<file path="config.mk">
export PLATFORM = sky130hd
export DESIGN_NAME = ex_dm_register
export DESIGN_NICKNAME = d
export VERILOG_FILES = /design/src/rtl/pipe_reg.sv /design/src/rtl/ex_dm_register.sv
export VERILOG_INCLUDE_DIRS = /design/src /design/src/rtl
export SDC_FILE = /design/constraint.sdc
export NUM_CORES = 1
export LEC_CHECK = 0
export BUFFER_PORTS_ARGS = -buffer_cell sky130_fd_sc_hd__buf_2
export CAP_MARGIN = 25
export CORE_MARGIN = 3
export CORE_UTILIZATION = 48
export CTS_BUF_LIST = sky130_fd_sc_hd__clkbuf_8
export DETAILED_ROUTE_END_ITERATION = 10
export PLACE_DENSITY = 0.86
export SLEW_MARGIN = 5
export SYNTH_ARGS = -nofsm -noshare
export SYNTH_HDL_FRONTEND = slang
export SYNTH_SLANG_ARGS = --single-unit
</file>
<file path="constraint.sdc">
create_clock -name clk -period 1.7 [get_ports clk]
set_clock_uncertainty 0.2 [all_clocks]
set_input_delay 0.34 -clock clk [delete_from_list [all_inputs] [get_ports clk]]
set_output_delay 0.34 -clock clk [all_outputs]
set_load 0.005 [all_outputs]
</file>
<file path="src/rtl/controlsgs.sv">
// Shared pipeline control-signal definitions for the Zeptron core.
// Each pipeline stage register pulls these in, so a bubble looks the same
// in every stage.
//   controlsgs_t      : packed control bundle produced by decode and
//                       forwarded down the pipeline
//   CONTROLSGS_BUBBLE : all-zero bundle. It writes nothing, reads nothing
//                       and never branches, so it is safe to insert anywhere.
// The include guard lets this file be compiled on its own and also be
// `included by the stage registers, in either order.
`ifndef ZEPTRON_CONTROLSGS_SV
`define ZEPTRON_CONTROLSGS_SV

package controlsgs_pkg;

  typedef struct packed {
    logic       reg_write;
    logic       mem_write;
    logic       mem_read;
    logic       mem_to_reg;
    logic       alu_src;
    logic       branch;
    logic       jump;
    logic [2:0] alu_op;
  } controlsgs_t;

  localparam controlsgs_t CONTROLSGS_BUBBLE = '0;

endpackage

`endif

</file>
<file path="src/rtl/pipe_reg.sv">
// Generic pipeline stage flop. It is shared by every stage register in the
// core.
//   clk_i : clock (rising edge)
//   rst_i : synchronous active-high reset; loads RST_VAL
//   clr_i : synchronous clear (flush); loads RST_VAL; lower priority than rst_i
//   en_i  : capture d_i when high, hold when low
//   d_i   : WIDTH-bit input
//   q_o   : WIDTH-bit registered output
module pipe_reg #(
  parameter int               WIDTH   = 32,
  parameter logic [WIDTH-1:0] RST_VAL = '0
) (
  input  logic             clk_i,
  input  logic             rst_i,
  input  logic             clr_i,
  input  logic             en_i,
  input  logic [WIDTH-1:0] d_i,
  output logic [WIDTH-1:0] q_o
);

  logic [WIDTH-1:0] q_q;

  // Reset and clear both load the bubble value, so the order between them
  // does not change the result. Either one overrides enable.
  always_ff @(posedge clk_i) begin
    if (rst_i || clr_i) q_q <= RST_VAL;
    else if (en_i)      q_q <= d_i;
  end

  assign q_o = q_q;

endmodule

</file>
<file path="src/rtl/ex_dm_register.sv">
// EX->DM pipeline register of the Zeptron RISC-V core.
// It captures the ALU result and the control bundle on each enabled edge.
// Stall holds the current values. Reset (and flush, when built in) inserts
// a bubble.
//   clk          : pipeline clock
//   reset        : synchronous active-high reset; loads a bubble
//   enable       : 1 = capture e_* this edge, 0 = stall
//   flush        : only present with EX_DM_FLUSH_EN defined. It squashes
//                  the EX instruction into a bubble and ignores enable.
//   e_alu_y      : ALU result from EX
//   e_controlsgs : control bundle from EX
//   m_alu_y      : registered ALU result to DM
//   m_controlsgs : registered control bundle to DM
// Build option: define EX_DM_FLUSH_EN to add the flush port.
`include "controlsgs.sv"

module ex_dm_register
  import controlsgs_pkg::*;
#(
  parameter int DATA_WIDTH = 32
) (
  input  logic                  clk,
  input  logic                  reset,
  input  logic                  enable,
`ifdef EX_DM_FLUSH_EN
  input  logic                  flush,
`endif
  input  logic [DATA_WIDTH-1:0] e_alu_y,
  input  controlsgs_t           e_controlsgs,
  output logic [DATA_WIDTH-1:0] m_alu_y,
  output controlsgs_t           m_controlsgs
);

  localparam int CTL_W = $bits(controlsgs_t);

  logic             clr;
  logic [CTL_W-1:0] ctl_q;

`ifdef EX_DM_FLUSH_EN
  assign clr = flush;
`else
  assign clr = 1'b0;
`endif

  pipe_reg #(
    .WIDTH   (DATA_WIDTH),
    .RST_VAL ('0)
  ) u_alu_y (
    .clk_i (clk),
    .rst_i (reset),
    .clr_i (clr),
    .en_i  (enable),
    .d_i   (e_alu_y),
    .q_o   (m_alu_y)
  );

  // The struct travels as one packed vector, so every field is copied
  // bit-exact and no field is gated on its own.
  pipe_reg #(
    .WIDTH   (CTL_W),
    .RST_VAL (CONTROLSGS_BUBBLE)
  ) u_ctl (
    .clk_i (clk),
    .rst_i (reset),
    .clr_i (clr),
    .en_i  (enable),
    .d_i   (e_controlsgs),
    .q_o   (ctl_q)
  );

  assign m_controlsgs = controlsgs_t'(ctl_q);

endmodule

</file>
Word-level counts from Yosys, hierarchy flattened
Index checks and enable logic that the tools add are counted.

word-level totals
  register bits = 42
  output and inout bits = 42
  input bits = 45

Depth between registers and ports, before layout
Gate-level depths: netlist of run 1.

  depth after elaboration = 0
  gate-level depth with buffers = 4
  mapped depth without buffers = 2

Cells and area by module
A second synthesis of run 1 with hierarchy kept.

second synthesis, totals
  cells, all modules = 139
  area, all modules = 1,522.7 sq um

by module, submodules not included
  module              sequential area each (sq um)  area each (sq um)  cells an instance  instances
  pipe_reg (u_alu_y)  640.6                         1,156.1            105                1
  pipe_reg (u_ctl)    200.2                         362.8              33                 1
  ex_dm_register      0.0                           3.8                1                  1

Worst setup path before layout of run 1
OpenSTA, ideal clock, no wires.

  path kind = input port to flip-flop
  start = in enable
  end = reg u_alu_y.q_q[0], in the netlist u_alu_y.q_o[0]
  path slack = 0.560 ns
  cell stages on the path = 4
  required time = 1.383 ns
  arrival time = 0.823 ns
  buffers on the path = 2
  library setup time = 0.117 ns
  cells stage by stage = buf_6 buf_12 mux2i_1 nor2_1

RTL lines
  item                    line                  RTL
  start: declaration      ex_dm_register.sv:24  input logic enable,
  end signal: assignment  pipe_reg.sv:27        else if (en_i) q_q <= d_i;
  end: declaration        pipe_reg.sv:21        logic [WIDTH-1:0] q_q;

Worst setup path after layout of run 1
  start = reg u_alu_y.q_q[17], in the netlist u_alu_y.q_o[17]
  end = out m_alu_y[17]

RTL lines
  item              line                  RTL
  end: declaration  ex_dm_register.sv:30  output logic [DATA_WIDTH-1:0] m_alu_y,

No word-level cell between the ends.

==> summary.md, run 1 <==
| Metric | Value |
|---|---|
| Status | `finished clean` |
| Tmin final | `1.29 ns` |
| First DRT Iteration DRCs | `77` |
| Register area | `841 um^2` |
| Setup Buffers After CTS | `0` |
| Vias per cell | `roughly 4.6` |
| Design area | `just over 2000 um^2` |
| Fmax | `about 0.77 GHz` |
| Switching Fraction | `22.7%` |
| Worst Path Max Fanout | `2` |
| Synth Area per Inst | `11.3 um^2` |
| Critical path launch point | `u_alu_y.q_o[17]` |
| Row Count | `19` |
| Die H | `approximately 63 um` |
| Worst Path Arrival | `0.75 ns` |
| Post-Synth Adder-Cell Area | `0%` |
| Final ANT Viol Nets | `0` |
| Kind of critical path | `flip-flop to output port` |
| Clk Latency, worst-skew pair | `approximately 0.27 ns` |
| Layout cells sized above 1 | `42.1%` |
| NetSw | `0.425 mW` |
| Unrepaired setup endpoints after global routing | `no` |
| H-Tree Depth | `2` |
| First-pass iteration count of the detailed router | `4` |
| Syn nets | `181` |
| Combinational cell fraction of total power | `13.2%` |
| Initial core utilization | `52.9%` |
| Initial antenna violation count | `0` |
| CTS sink count | `between 40 and 50` |
| Crit path capture type | `output port` |
| Xor and xnor fraction of the mapped netlist area | `0%` |
| Final total negative setup slack | `0 ns` |
| DP Area | `1940 um^2` |
| Worst Min Path Start | `e_alu_y[26]` |
| Sequential Power Share | `57.0%` |
| Area growth syn-to-layout | `31.6%` |
| Crit-path leading delay family | `flip-flops` |
| Worst path slowest cell | `dfxtp_1` |
| Fin crit share | `76.1%` |
| Routed len/inst | `11.2 um` |
| Req. time, crit path | `approximately 1.2 ns` |
| Reg clk slew, reported paths | `0.07 ns` |
| Reg-to-Reg End | `u_alu_y.q_o[17]` |
| Largest family of logic cells by synthesized area | `multiplexers` |
| Post-Synth Simple-Gate Area | `10.3%` |
| Grt total ovfl | `0` |
| Design Power | `1.88 mW` |
| Max-slew violations | `0` |
| Total Wirelength | `2940 um` |
| CTS-repair resized insts | `0` |
| Input/output buffers | `86` |
| CP peak stage delay | `between 0.3 and 0.4 ns` |
| Seq/Total Area, Yosys | `54.8%` |
| Dpl hpwl | `~2100 um` |
| RR Startpoint | `u_alu_y.q_o[17]` |
| Multi-input logic area | `about 580 um^2` |
| Core Region | `slightly below 3000 um^2` |
| CTS Buffer Depth | `2` |
| # IOs | `87` |
| Headroom to the max-slew limit | `81.2%` |
| Mux cell area share after synthesis | `a little over a quarter` |
| Internal power | `1.45 mW` |
| Worst path buffer plus inverter count | `1` |
| GPL Wtd Cong | `0.704` |
| Hold buffers post-CTS | `0` |
| GRT Util Overall | `about 16%` |
| WHS Path Cells | `3` |
| Critical-path cell list | `buf_2` |
| Post-synthesis register bit count | `42` |
| Worst Hold End | `u_alu_y.q_o[26]` |
| First-pass GRT wire length | `5050 um` |
| Final hold vios | `0` |
| Pin count of the biggest net entering global routing | `43` |
| N_diodes | `0` |
| Root buf cell | `clkbuf_8` |
| Via count | `1,211` |
| Power share of the clock group | `29.8%` |
| DRC Markers | `0` |
| CTS tree | `yes` |
| Tightest Pin Transition | `0.283 ns` |
| Complex-gate fraction of the synthesized area | `0%` |
| Netlist cell types | `7` |
| Num CTS Buffers | `5` |
| Pleak | `1.12 nW` |
| # fillers | `239` |
| Max Cap Viol | `0` |
| Synthesized instance count | `around 140` |
| Syn Std Cell Area | `1530 um^2` |
| Hold Path Class | `primary input to flip-flop` |
| Number of global-route vias before repair | `1,127` |
| Hold WS | `0.0924 ns` |
| Die outline width | `62.5 um` |
| Startpoint types | `flip-flop` |
| Worst vdd rail ir drop | `~0.7 mV` |
| Final Core Density | `69.6%` |
| Final setup fails | `0` |
| R2R Setup Slk | `0.89 ns` |
| R2R depth | `2` |
| Fin nets | `266` |
| Die Area | `roughly 3900 um^2` |
| Cell area power density | `between 900 and 1000 nW/um^2` |
| Synth Warn # | `0` |
[power by group through the flow]
stage / Sequential, mW / Clock, mW / Combinational [mW]
3_3_place_gp: 1.09 / 0 / 0.247
4_1_cts: 1.07 / 0.577 / 0.252
5_1_grt: 1.08 / 0.632 / 0.278
2_1_floorplan: 1.10 / 0 / 0.139
3_5_place_dp: 1.09 / 0 / 0.253
6_report: 1.07 / 0.559 / 0.248
[registers in the layout, indices dropped and copies added, names as in the netlist]
name         count
u_ctl.q_o       10
u_alu_y.q_o     32
[metrics by stage]
stage          worst slack, ns  instances
2_1_floorplan            0.560        136
3_5_place_dp             0.366        256
4_1_cts                  0.409        263
5_1_grt                  0.358        263
3_3_place_gp             0.375        256
6_report                 0.407        263
[final cells by class]
cell class | instances | share of cell area [%]
sequential | 42 | 41.7
timing repair buffer | 88 | 23.3
multi-input combinational | 84 | 28.6
clock buffer | 5 | 3.41
clock inverter | 2 | 0.372
tap | 42 | 2.60
[worst max-delay path by stage]
stage | endpoint | slack (ns) | depth (start not counted)
after floorplan | u_alu_y.q_o[0] | 0.56 | 4
after global placement | u_ctl.q_o[7] | 0.38 | 4
after detailed placement | u_alu_y.q_o[18] | 0.37 | 4
after CTS | m_alu_y[28] | 0.41 | 1
after global routing | m_alu_y[28] | 0.36 | 1
final | m_alu_y[17] | 0.41 | 1
[placed cells by master (no fill, tap or decap), drive strengths merged]
cell	count
buf	88
mux2i	42
nor2	42
dfxtp	42
clkbuf	5
inv	2
[synthesized netlist by cell type]
cell type   n  area (um^2)
buf_6       1         11.3
mux2i_1    42          420
buf_2       4         20.0
buf_12      4         80.1
nor2_1     42          158
buf_1       1         3.75
dfxtp_1    42          841
[worst min-delay path: stages]
cell and delay, ns:
buf_2 0.07, mux2i_1 0.05, nor2_1 0.07
[routing by layer]
metal | wire length, um | part of all wire (%) | vias up | global-route usage, %
met2 | 1350 | 46 | 57 | 25.3
met1 | 1300 | 44 | 542 | 19.3
met3 | 274 | 9.3 | 2 | 5.76
met5 | 0 | 0 | - | 0
met4 | 19 | 0.65 | 0 | 5.79
li1 | - | - | 610 | -
[cells by family (layout without fill, tap and decap cells)]
kind of cell           after synthesis  in the layout
muxes                               42             42
buffers and inverters               10             95
DFF                                 42             42
and+or+nand+nor                     42             42
Note: power is estimated with default switching activity, not from simulation.
==> run 2, diff against run 1 <==
- CORE_UTILIZATION: 48 -> 45
- PLACE_DENSITY: 0.86 -> 0.81
- clock period: 1.7 -> 1.2 ns (I/O delays scaled with it)
==> run 2 against run 1 <==
Against the previous run: the run now ends with hold timing left; via count is 9.6% higher; non-clock buffer count is 25 higher; worst hold slack worse by 0.095 ns.
==> summary.md, run 2 (same netlist as run 1, synthesis figures left out) <==
| Metric | Value |
|---|---|
| Status | `finished with violations (was finished clean)` |
| Failing checks | `hold timing` |
| Total Wirelength | `3840 um (was 2940 um)` |
| Cell area power density | `1260 nW/um^2 (was 930 nW/um^2)` |
| Tmin final | `roughly 1.2 ns` |
| Met3 Resource Use GR | `6.68% (was 5.76%)` |
| Met2 Use GR | `36.7% (was 25.3%)` |
| Fin crit share | `a little over nine tenths` |
| Root buf cell | `clkbuf_8 (unchanged)` |
| Kind of critical path | `flip-flop to output port (unchanged)` |
| Hold Path Class | `primary input to flip-flop (unchanged)` |
| Sequential Power Share | `51.4% (was 57.0%)` |
| R2R depth | `3 (was 2)` |
| Die H | `64.4 um (was 62.5 um)` |
| Fmax | `around 0.86 GHz` |
| CP peak stage delay | `0.33 ns (was 0.35 ns)` |
| Most frequent cells in the layout | `85 x buf_2, 42 x mux2i_1, 42 x nor2_1 (was 86 x buf_2, 42 x mux2i_1, 42 x nor2_1, 42 x dfxtp_1, 5 x clkbuf_8)` |
| GPL Wtd Cong | `0.740 (was 0.704)` |
| Initial antenna violation count | `0 (unchanged)` |
| Crit path capture type | `output port (unchanged)` |
| Grt total ovfl | `0 (unchanged)` |
| Worst path slowest cell | `dfxtp_2 (was dfxtp_1)` |
| Die Area | `4150 um^2 (was 3910 um^2)` |
| First-pass GRT wire length | `6180 um (was 5050 um)` |
| Reg clk slew, reported paths | `0.07 ns (about the same)` |
| GRT Util Overall | `19.1% (was 15.8%)` |
| First-pass iteration count of the detailed router | `4 (unchanged)` |
| Final hold vios | `1 (was 0)` |
| Vias per cell | `4.56 (was 4.60)` |
| Busiest layer in global routing | `met2 (unchanged)` |
| Critical path launch point | `u_alu_y.q_o[23] (was u_alu_y.q_o[17])` |
| # IOs | `87 (unchanged)` |
| Fin cells | `291 (was 263)` |
| Fin nets | `291 (was 266)` |
| N_diodes | `0 (unchanged)` |
| Worst Path Max Fanout | `2 (unchanged)` |
| DRC Markers | `0 (unchanged)` |
| Critical-path cell list | `buf_2 (unchanged)` |
| Headroom to the max-slew limit | `83.6% (was 81.2%)` |
| Setup crit end | `m_alu_y[23] (was m_alu_y[17])` |
| Final ANT Viol Nets | `0 (unchanged)` |
| Unrepaired setup endpoints after global routing | `yes (was no)` |
| Routed len/inst | `13.2 um (was 11.2 um)` |
| Worst vdd rail ir drop | `0.864 mV (was 0.696 mV)` |
| Row Count | `20 (was 19)` |
| Initial core utilization | `48.7% (was 52.9%)` |
| Max Cap Viol | `0 (unchanged)` |
| CTS sink count | `42 (unchanged)` |
| Dpl hpwl | `2570 um (was 2110 um)` |
| Max-slew violations | `0 (unchanged)` |
| Final setup fails | `0 (unchanged)` |
| Crit-path leading delay family | `flip-flops (unchanged)` |
| Max reg flops | `32 (unchanged)` |
| Combinational cell fraction of total power | `14.8% (was 13.2%)` |
| CTS Buffer Depth | `2 (unchanged)` |
| Worst path depth | `1 (unchanged)` |
| Req. time, crit path | `0.76 ns (was 1.16 ns)` |
| First DRT Iteration DRCs | `35 (was 77)` |
| Power share of the clock group | `33.8% (was 29.8%)` |
| Met1 usage | `19.1% (was 19.3%)` |
| # fillers | `251 (was 239)` |
| Placed cell count | `262 (was 256)` |
| Pin count of the biggest net entering global routing | `26 (was 43)` |
| Via count | `1,327 (was 1,211)` |
| R2R Setup Slk | `0.28 ns (was 0.89 ns)` |
| Most common cell after layout, fill and taps aside | `buf_2 (unchanged)` |
| Internal power | `2.33 mW (was 1.45 mW)` |
| Switching Fraction | `21.8% (was 22.7%)` |
| Layout cells sized above 1 | `57.5% (was 42.1%)` |
| Clk Latency, worst-skew pair | `0.28 ns (was 0.27 ns)` |
| Pleak | `1.27 nW (was 1.12 nW)` |
| Worst path buffer plus inverter count | `1 (unchanged)` |
| Worst Path Arrival | `0.73 ns (was 0.75 ns)` |
| Hold WS | `-0.00230 ns (was 0.0924 ns)` |
| CTS tree | `yes (unchanged)` |
| RR Startpoint | `u_alu_y.q_o[13] (was u_alu_y.q_o[17])` |
| NetSw | `0.652 mW (was 0.425 mW)` |
| H-Tree Depth | `2 (unchanged)` |
| Reg-to-Reg End | `u_alu_y.q_o[13] (was u_alu_y.q_o[17])` |
| Tightest Pin Transition | `0.239 ns (was 0.283 ns)` |
| Area growth syn-to-layout | `54.6% (was 31.6%)` |
| Num CTS Buffers | `5 (unchanged)` |
| Input/output buffers | `86 (unchanged)` |
| Die outline width | `64.4 um (was 62.5 um)` |
| Startpoint types | `flip-flop (unchanged)` |
| Number of global-route vias before repair | `1,383 (was 1,127)` |
| Core Region | `3150 um^2 (was 2900 um^2)` |
run 2: cell types whose count changed in the layout (fill, tap and decap cells not counted), sizes merged:
cell / delta
inv: -2
dlygate4sd3: +19
clkbuf: +3
buf: +6
run 2: repair_timing:
item                                    4_1_cts  5_1_grt
hold buffers                                 19        0
endpoints found under the hold margin        19        0
buffers inserted                              0        2
endpoints found under the setup margin        0       40
resized for setup                             0       41
run 2: worst min-delay path by stage:
stage	start	end	slack, ns	cells past startpoint
after floorplan	e_controlsgs[6]	u_ctl.q_o[6]	0.19	2
after CTS	e_alu_y[12]	u_alu_y.q_o[12]	0.001	3
after detailed placement	u_alu_y.q_o[19]	u_alu_y.q_o[19]	0.27	2
after global placement	u_alu_y.q_o[19]	u_alu_y.q_o[19]	0.27	2
after global routing	e_alu_y[12]	u_alu_y.q_o[12]	0.005	3
final	e_alu_y[14]	u_alu_y.q_o[14]	-0.002	3
run 2: worst register-to-register path, cell delays in order (launching register included):
cell and delay [ns]:
dfxtp_2 0.32, buf_4 0.12, mux2i_1 0.12, nor2_1 0.05
run 2: cell type report:
type	count	area (um^2)	area share, %
clock buffer	8	110	4.64
sequential	42	891	37.6
tap	44	55.1	2.32
multi-input combinational	84	578	24.4
timing repair buffer	113	737	31.1
run 2: per-layer routing:
layer	vias to the layer above	wire (um)
met5	-	0
met4	0	87
met3	8	283
met2	52	2090
met1	605	1380
li1	662	-
run 2: power groups by stage:
stage	combinational (mW)	sequential, mW	clock [mW]
after floorplan	0.197	1.56	0
after global placement	0.372	1.54	0
after detailed placement	0.383	1.55	0
after CTS	0.431	1.52	1.03
after global routing	0.492	1.54	1.10
final	0.442	1.53	1.01
run 2: through the flow:
| stage | setup slack, ns | cell area, um^2 | util [%] | total power [mW] | TNS, ns |
|---|---|---|---|---|---|
| floorplan | 0.160 | 1530 | - | 1.75 | 0 |
| global placement | 0.0280 | 2000 | 63.4 | 1.92 | 0 |
| detailed placement | -0.00224 | 2000 | 63.4 | 1.93 | -0.00224 |
| CTS | 0.00958 | 2300 | 72.9 | 2.98 | 0 |
| global route | -0.00381 | 2370 | 75.2 | 3.14 | -0.00696 |
| finish | 0.0313 | 2370 | 75.2 | 2.99 | 0 |
==> run 3, diff against run 2 <==
- CORE_MARGIN: 3 -> 1.5
==> run 3 against run 2 <==
Against the previous run: the run still ends with hold timing left; core utilization down 4.1 points; global-route usage decreased by 1.7 points; count of clock-buffer cells in the layout down 2; register-to-register slack improved by 0.08 ns; routed wire length fell by 13%.
==> summary.md, run 3 (same netlist as run 1, synthesis figures left out) <==
| Metric | Value |
|---|---|
| Reg clk slew, reported paths | `0.08 ns (was 0.07 ns)` |
| Final hold vios | `1 (unchanged)` |
| Tmin final | `1.19 ns (was 1.17 ns)` |
| GRT Util Overall | `17.4% (was 19.1%)` |
| Grt total ovfl | `0 (unchanged)` |
| First-pass iteration count of the detailed router | `5 (was 4)` |
| Die H | `61.4 um (was 64.4 um)` |
| Pin count of the biggest net entering global routing | `43 (was 26)` |
| CP peak stage delay | `0.35 ns (was 0.33 ns)` |
| Worst Path Max Fanout | `2 (unchanged)` |
| Core Region | `3310 um^2 (was 3150 um^2)` |
| Status | `finished with violations (unchanged)` |
| Headroom to the max-slew limit | `89.3% (was 83.6%)` |
| Hold WS | `-0.000494 ns (was -0.00230 ns)` |
| Register area | `876 um^2 (was 891 um^2)` |
| Layout cells sized above 1 | `50.4% (was 57.5%)` |
| Worst path buffer plus inverter count | `1 (unchanged)` |
| First DRT Iteration DRCs | `36 (was 35)` |
| Initial antenna violation count | `0 (unchanged)` |
| Die Area | `3770 um^2 (was 4150 um^2)` |
| Total Wirelength | `3360 um (was 3840 um)` |
| Clk Latency, worst-skew pair | `0.28 ns (about the same)` |
| Final total negative setup slack | `0 ns (unchanged)` |
| Final ANT Viol Nets | `0 (unchanged)` |
| Fin nets | `292 (was 291)` |
| Multi-input logic area | `578 um^2 (unchanged)` |
| Worst Path Arrival | `0.75 ns (was 0.73 ns)` |
| Vias per cell | `4.48 (was 4.56)` |
| Root buf cell | `clkbuf_8 (unchanged)` |
| N_diodes | `0 (unchanged)` |
| Input/output buffers | `86 (unchanged)` |
| Crit path capture type | `output port (unchanged)` |
| GPL Wtd Cong | `0.650 (was 0.740)` |
| Design Power | `2.85 mW (was 2.99 mW)` |
| First-pass GRT wire length | `4820 um (was 6180 um)` |
| Area growth syn-to-layout | `53.4% (was 54.6%)` |
| # fillers | `267 (was 251)` |
| Row Count | `21 (was 20)` |
| WHS Path Cells | `3 (unchanged)` |
| Fin crit share | `98.8% (was 97.4%)` |
| Fmax | `0.844 GHz (was 0.856 GHz)` |
| CTS tree | `yes (unchanged)` |
| Worst vdd rail ir drop | `0.765 mV (was 0.864 mV)` |
| Worst path depth | `1 (unchanged)` |
| Num CTS Buffers | `5 (unchanged)` |
| Die outline width | `61.4 um (was 64.4 um)` |
| Dpl hpwl | `2250 um (was 2570 um)` |
| Crit-path leading delay family | `flip-flops (unchanged)` |
| Pleak | `1.26 nW (was 1.27 nW)` |
| Failing checks | `hold timing (unchanged)` |
| R2R depth | `2 (was 3)` |
| Max-slew violations | `0 (unchanged)` |
| Cell area power density | `1210 nW/um^2 (was 1260 nW/um^2)` |
| Hold Path Class | `primary input to flip-flop (unchanged)` |
| Number of global-route vias before repair | `1,204 (was 1,383)` |
| Startpoint types | `flip-flop (unchanged)` |
| Tightest Pin Transition | `0.156 ns (was 0.239 ns)` |
| Final setup fails | `0 (unchanged)` |
| # IOs | `87 (unchanged)` |
| Max reg flops | `32 (unchanged)` |
| Kind of critical path | `flip-flop to output port (unchanged)` |
| CTS Buffer Depth | `2 (unchanged)` |
| Worst path slowest cell | `dfxtp_1 (was dfxtp_2)` |
| Setup Buffers After CTS | `0 (unchanged)` |
| Most common cell after layout, fill and taps aside | `buf_2 (unchanged)` |
| DRC Markers | `0 (unchanged)` |
| Via count | `1,316 (was 1,327)` |
| Most frequent cells in the layout | `86 x buf_2, 42 x mux2i_1, 42 x nor2_1 (was 85 x buf_2, 42 x mux2i_1, 42 x nor2_1)` |
| Req. time, crit path | `0.76 ns (about the same)` |
| Initial core utilization | `46.3% (was 48.7%)` |
| CTS sink count | `42 (unchanged)` |
| Max Cap Viol | `0 (unchanged)` |
| Critical-path cell list | `buf_2 (unchanged)` |
| Routed len/inst | `11.4 um (was 13.2 um)` |
| H-Tree Depth | `2 (unchanged)` |
[run 3: power breakdown]
part	switching [mW]	leakage (nW)	total [mW]	internal, mW
sequential	0.0384	0.357	1.53	1.49
combinational	0.174	0.847	0.434	0.260
clock	0.432	0.0524	0.887	0.455
[run 3: final timing paths]
check	slack, ns	startpoint	endpoint
setup / recovery	0.01	u_alu_y.q_o[29]	m_alu_y[29]
hold / removal	-0.0005	e_controlsgs[0]	u_ctl.q_o[0]
setup reg to reg	0.36	u_alu_y.q_o[30]	u_alu_y.q_o[30]
hold reg to reg	0.28	u_alu_y.q_o[27]	u_alu_y.q_o[27]
[run 3: stage by stage]
step	cell area [um^2]	utilization, %	setup WS [ns]	std cells	hold WS, ns
global placement	1990	60.0	0.0352	262	0.267
global route	2350	71.1	-0.0200	294	0.00903
floorplan	1530	-	0.160	136	0.187
detailed placement	1990	60.0	-0.00653	262	0.275
CTS	2320	70.0	0.00842	294	0.0000699
finish	2350	71.1	0.0147	294	-0.000494
[run 3: timing repair]
action | 4_1_cts | 5_1_grt
endpoints found under the setup margin | 0 | 28
resized for setup | 0 | 28
hold endpoints to repair | 24 | 0
hold buffers | 24 | 0
[run 3: metal layers]
metal	vias to the layer above	part of all wire, %	GRT usage (%)
met4	0	1.8	8.21
met1	596	38	17.0
met2	45	56	33.9
met3	7	4.2	3.99
met5	-	0	0
li1	668	-	-
[run 3: area by class of cell]
type                       instances  area share [%]
clock buffer                       6            3.51
clock inverter                     2           0.372
multi-input combinational         84            24.6
sequential                        42            37.2
tap                               46            2.45
timing repair buffer             114            31.9
